--- src/rtl/io_responder.sv ---
// Input-halt responder: debounced button confirms capture of a sign-extended switch bank.
// Optional ARMED-state timeout is built when IO_RESPONDER_TIMEOUT_EN is defined.
module io_responder #(
    parameter int SW_WIDTH        = 10,
    parameter int DEBOUNCE_CYCLES = 250000,
    parameter int TIMEOUT_CYCLES  = 1000000
) (
    input  logic                clock,
    input  logic                rst,
    input  logic                halt_request,
    input  logic                button_raw,
    input  logic [SW_WIDTH-1:0] switches,
    output logic                peripheral_signal,
    output logic [31:0]         input_data,
    output logic                timed_out,
    output logic [1:0]          state
);

    typedef enum logic [1:0] {
        IDLE    = 2'd0,
        ARMED   = 2'd1,
        ACK     = 2'd2,
        RELEASE = 2'd3
    } state_t;

    localparam int DB_W = $clog2(DEBOUNCE_CYCLES);
    localparam logic [DB_W-1:0] DB_LAST = DB_W'(DEBOUNCE_CYCLES - 1);

    state_t              cur;
    state_t              nxt;
    logic                btn_m;
    logic                btn_s;
    logic [SW_WIDTH-1:0] sw_m;
    logic [SW_WIDTH-1:0] sw_s;
    logic                btn_db;
    logic                btn_db_q;
    logic [DB_W-1:0]     db_cnt;
    logic                press;
    logic                capture;
    logic                take_timeout;
    logic                expire;
    logic [31:0]         sw_ext;

    always_ff @(posedge clock or negedge rst) begin
        if (!rst) begin
            btn_m <= 1'b0;
            btn_s <= 1'b0;
            sw_m  <= '0;
            sw_s  <= '0;
        end else begin
            btn_m <= button_raw;
            btn_s <= btn_m;
            sw_m  <= switches;
            sw_s  <= sw_m;
        end
    end

    // The counter only advances while the synchronized level disagrees with the
    // debounced level, so it clears on any bounce and can never wrap.
    always_ff @(posedge clock or negedge rst) begin
        if (!rst) begin
            btn_db   <= 1'b0;
            btn_db_q <= 1'b0;
            db_cnt   <= '0;
        end else begin
            btn_db_q <= btn_db;
            if (btn_s == btn_db) begin
                db_cnt <= '0;
            end else if (db_cnt == DB_LAST) begin
                btn_db <= btn_s;
                db_cnt <= '0;
            end else begin
                db_cnt <= db_cnt + 1'b1;
            end
        end
    end

    assign press  = btn_db & ~btn_db_q;
    assign sw_ext = 32'(signed'(sw_s));

`ifdef IO_RESPONDER_TIMEOUT_EN
    localparam int TO_W = (TIMEOUT_CYCLES > 1) ? $clog2(TIMEOUT_CYCLES) : 1;
    localparam logic [TO_W-1:0] TO_LAST = TO_W'(TIMEOUT_CYCLES - 1);

    logic [TO_W-1:0] to_cnt;

    always_ff @(posedge clock or negedge rst) begin
        if (!rst) begin
            to_cnt <= '0;
        end else if (cur == ARMED && nxt == ARMED) begin
            to_cnt <= to_cnt + 1'b1;
        end else begin
            to_cnt <= '0;
        end
    end

    assign expire = (to_cnt == TO_LAST);

    always_ff @(posedge clock or negedge rst) begin
        if (!rst) begin
            timed_out <= 1'b0;
        end else if (capture) begin
            timed_out <= 1'b0;
        end else if (take_timeout) begin
            timed_out <= 1'b1;
        end
    end
`else
    assign expire    = 1'b0;
    assign timed_out = 1'b0;
`endif

    always_comb begin
        nxt          = cur;
        capture      = 1'b0;
        take_timeout = 1'b0;
        case (cur)
            IDLE: begin
                if (halt_request) nxt = ARMED;
            end
            ARMED: begin
                // Withdrawal of the request outranks a simultaneous press or timeout.
                if (!halt_request) begin
                    nxt = IDLE;
                end else if (press) begin
                    nxt     = ACK;
                    capture = 1'b1;
                end else if (expire) begin
                    nxt          = ACK;
                    take_timeout = 1'b1;
                end
            end
            ACK: begin
                if (!halt_request) nxt = RELEASE;
            end
            RELEASE: begin
                if (!btn_db) nxt = IDLE;
            end
            default: nxt = IDLE;
        endcase
    end

    always_ff @(posedge clock or negedge rst) begin
        if (!rst) begin
            cur               <= IDLE;
            peripheral_signal <= 1'b0;
            input_data        <= '0;
        end else begin
            cur               <= nxt;
            peripheral_signal <= (nxt == ACK);
            if (capture) begin
                input_data <= sw_ext;
            end else if (take_timeout) begin
                input_data <= '0;
            end
        end
    end

    assign state = cur;

endmodule

--- config.mk ---
export PLATFORM = sky130hd
export DESIGN_NAME = io_responder
export DESIGN_NICKNAME = d
export VERILOG_FILES = /design/src/rtl/io_responder.sv
export SDC_FILE = /design/constraint.sdc
export NUM_CORES = 1
export LEC_CHECK = 0
export ABC_CLOCK_PERIOD_IN_PS = 2600
export CELL_PAD_IN_SITES_DETAIL_PLACEMENT = 1
export CELL_PAD_IN_SITES_GLOBAL_PLACEMENT = 1
export CORE_UTILIZATION = 42
export CTS_CLUSTER_DIAMETER = 30
export DETAILED_ROUTE_END_ITERATION = 12
export MAX_ROUTING_LAYER = met4
export PLACE_DENSITY = 0.81
export SLEW_MARGIN = 20
export SYNTH_ARGS = -nofsm -noshare
export SYNTH_HDL_FRONTEND = slang
export SYNTH_SLANG_ARGS = --single-unit
--- constraint.sdc ---
create_clock -name clock -period 2.6 [get_ports clock]
set_input_delay 0.39 -clock clock [delete_from_list [all_inputs] [get_ports clock]]
set_output_delay 0.39 -clock clock [all_outputs]
set_load 0.1 [all_outputs]
# ---- Word-level counts from Yosys, hierarchy flattened
# Index checks and enable logic that the tools add are counted.
dict set report word_totals {
  mem_bits_ro 0
  ramBits 0
  input_bits 14
  latch_bits 0
  output_inout_bits 36
  mem_count 0
  register_bits 77
  elab_cells 34
}
dict set report op_classes {
  n_lt_le_gt_ge 0
  n_mux 12
  n_bitwise 3
  n_eq_ne 6
  add_sub_neg 1
  n_div 0
  multipliers 0
  shift 0
  n_reduce_logical 2
}
# operator count
set ops {}
lappend ops {{$mux W18} 2}
lappend ops {{$mux W32} 1}
lappend ops {{$add A18 B1 Y18 const B} 1}
lappend ops {{$eq A18 B18 Y1 const B} 1}
lappend ops {{$mux W2} 5}
lappend ops {{$pmux W2 S4} 1}
lappend ops {{$eq A2 B2 Y1 const B} 3}
lappend ops {{$mux W1} 3}
lappend ops {{$eq A2 B1 Y1 const B} 1}
lappend ops {{$logic_not A2 Y1} 1}
lappend ops {{$not A1 Y1} 2}
lappend ops {{$reduce_and A2 Y1} 1}
lappend ops {{$and A1 B1 Y1} 1}
lappend ops {{$eq A1 B1 Y1} 1}

# ---- Longest topological paths before layout
dict set report logic_depth {
  ltp_word 6
  mapped_depth 5
  ltp_nobuf 5
}

# ---- Worst setup path after synthesis
# OpenSTA, ideal clock, no wires.
dict set report synth_timing {
  path_type {reg2reg}
  startpoint {register cur[0] (netlist: state[0])}
  endpoint {register input_data[9]}
  setup_time_ns 0.127
  period_less_slack_ns 2.232
  t_arrival_ns 2.105
  path_slack_ns 0.368
  stages_incl_launch_ff 5
  path_buffers 1
  t_required_ns 2.473
  path_cell_list {dfrtp_1 > nand3b_1 > nor3b_1 > clkbuf_1 > mux2_2}
}
dict set report synth_between {
  elab_chain_cells 2
}
# element line_no
set synth_rtl {}
lappend synth_rtl {{start, declared} 29} ;# state_t cur;
lappend synth_rtl {{start signal, assigned} 149} ;# cur <= nxt;
lappend synth_rtl {{$eq A2 B1 Y1} 117} ;# case (cur)
lappend synth_rtl {{$mux W1} 117}
lappend synth_rtl {{end signal, assigned} 152} ;# input_data <= sw_ext;
lappend synth_rtl {{end, declared} 14} ;# output logic [31:0] input_data,
# Every way passes these cells.
# A chain may end at the register's enable or synchronous reset.

==> run summary <==
Status - finished clean
Tmin final - 1880 ps
Cell family with most CP delay - flip-flops
# diodes - 0
Total power - 1.42 mW
Synth top area share - 61.7%
Crit-path max FO - 24
Most common cell after layout, fill and taps aside - dfrtp_1
Post-CTS Setup Inserts - 0
Ys flop type - dfrtp_1
First-pass GRT wire length - 6970 µm
Hold Crit Class - input port to asynchronous set/reset pin
WL per Instance - 15.0 µm
Hold WS - 10.1 ps
RSZ-0062 raised after global routing - no
Simple-gate share of the synthesized area - 14.5%
DRT iter0 DRCs - 65
Clock root cell - clkbuf_8
Clock sink count - 55
Relative slew slack - 57.6%
DIE HEIGHT - 74.9 µm
Clock Skew - 7.84 ps
CP Buf/Inv Count - 1
CTS tree - done
Setup crit start kind - flip-flop
Peak VDD IR - 0.000311 V
Synth Cell Area - 2230 µm²
Hpwl dp - 3120 µm
CP Cell Sequence - buf_4
DIE AREA - 5610 µm²
Least-Margin Pin Slew - 635 ps
Initial antenna violation count - 0
Syn_area_per_cell - 12.7 µm²
Worst-Skew Late Latency - 310 ps
Adder-Cell Fraction of Synth Area - 0.561%
Layout area overhead - 19.0%
Vias in the first global route - 1,480
GRT Resource Usage Total - 17.5%
Crit path arrival time - 1490 ps
Unique masters post-synth - 31
Mux share of post-synthesis cell area - 5.55%
Cells after synthesis - 176
Worst Path Required - 2210 ps
Cell area after layout - 2650 µm²
Max Clk Rate - 0.533 GHz
Top cells by area, synth - dfrtp_1, buf_4, mux2_2
CP peak stage delay - 760 ps
Async set-or-reset flop fraction in the synthesized netlist - 100%
Die X - 74.9 µm
Final core utilization - 52.0%
Initial Utilization - 43.7%
Synthesis Warnings - 0
Worst-case clock buffer depth - 2
Count of input and output buffers - 48
Final non-filler cell total - 281
Max Cap Viol - 0
First-pass iteration count of the detailed router - 4
Nets@finish - 226
CTS buffer count - 5
Endpoint class of the critical path - primary output
R2R setup slack - 780 ps
Num rows - 26
Crit-path slowest cell - dfrtp_1
Clock transition at path regs - 100 ps
Post_cts resized - 0
Global route overflow - 0
Detail Route Antenna Nets - 0
Main combinational cell family by area after synthesis - simple AND/OR/NAND/NOR gates
Leakage - 1.25 nW
Layout cells sized above 1 - 30.8%
Setup Viol. Count Final - 0
Number of flops mapped to enable cells by yosys - 0
Drt total wl - 4210 µm
Hold buffers post-CTS - 0
RePlAce Congestion - 0.814
PwrDens - 535 nW/µm²
Placement Setup Slack - 798 ps
Vias - 1,420
DRC violations left - 0
Synth Area in XOR/XNOR - 5.89%
Mapped Nets - 191
Tcrit/Tclk final - 72.2%
Critical path class - flip-flop to primary output
H-tree depth - 2
Post-synth top area cell - dfrtp_1
Seq/Total Area, Yosys - 61.7%
Final TNS setup - 0 ps
Count of pins over their slew limit - 0
Post-synthesis register bit count - 55
Post-synthesis compound-gate area fraction - 2.97%
Cells after DPL - 274
Drt via density - 5.05
# IOs - 50
Post-Place Cell Area - 2570 µm²
Final WS setup - 724 ps
Largest net degree at the start of global routing - 25
Count of final hold-check violations - 0
Core Box Area - 5110 µm²
Most frequent cells in the layout - dfrtp_1, buf_4, nor2_1, clkdlybuf4s50_1, mux2_2
synth_stat cells (3+ instances only):
master / number
xnor2_1: 10
nand2_1: 7
dfrtp_1: 55
nor4_1: 6
buf_4: 23
nand3_1: 7
inv_1: 3
nor2_1: 18
xor2_1: 5
nand4_1: 5
mux2_2: 11
nor3_1: 3
where the power goes:
part	internal, mW	switching, mW
Clock	0.190	0.272
Sequential	0.876	0.00992
Combinational	0.0275	0.0430
Total	1.09	0.325
cells by family after synthesis:
family | after synthesis
adders and majority gates | 1
DFF | 55
AOI/OAI and AO/OA | 7
other | 1
and+or+nand+nor | 58
muxes | 11
buffers and inverters | 28
xor gates and xnor gates | 15
per-layer routing:
layer | up-vias | share of wire, % | global-route usage (%)
li1 | 638 | - | -
met1 | 721 | 42 | 19.2
met2 | 54 | 51 | 30.7
met3 | 7 | 5.3 | 3.88
met4 | 0 | 1.9 | 6.71
met5 | - | 0 | -
worst paths after layout:
path                          startpoint              to  depth (start not counted)
max                        input_data[9]  input_data[25]                          1
min                                  rst      db_cnt[17]                          1
max reg2reg                    db_cnt[5]      db_cnt[15]                          4
min reg2reg                        btn_m           btn_s                          0
max in group asynchronous            rst   input_data[5]                          2
min in group clock                 btn_m           btn_s                          0
worst reg2reg max path, cell delays in order (launching register included):
cell,delay [ps]
dfrtp_1,500
nand4_4,190
or3_4,440
or4b_4,490
a21oi_2,140
flip-flops by register name, indices dropped and copies added, names as in the netlist:
name and flops:
state 2, sw_m 10, input_data 10, sw_s 10, db_cnt 18, btn_db 1, btn_m 1, peripheral_signal 1
btn_s 1, btn_db_q 1
area by class of cell:
| cell class | instances | area, µm² |
|---|---|---|
| Inverter | 3 | 11.3 |
| Timing Repair Buffer | 53 | 425 |
| Multi-Input combinational cell | 93 | 667 |
| Fill cell | 539 | 2450 |
| Tap cell | 70 | 87.6 |
| Clock inverter | 2 | 17.5 |
| Sequential cell | 55 | 1380 |
| Clock buffer | 5 | 68.8 |
No activity file was read; power rests on OpenSTA's default activity.
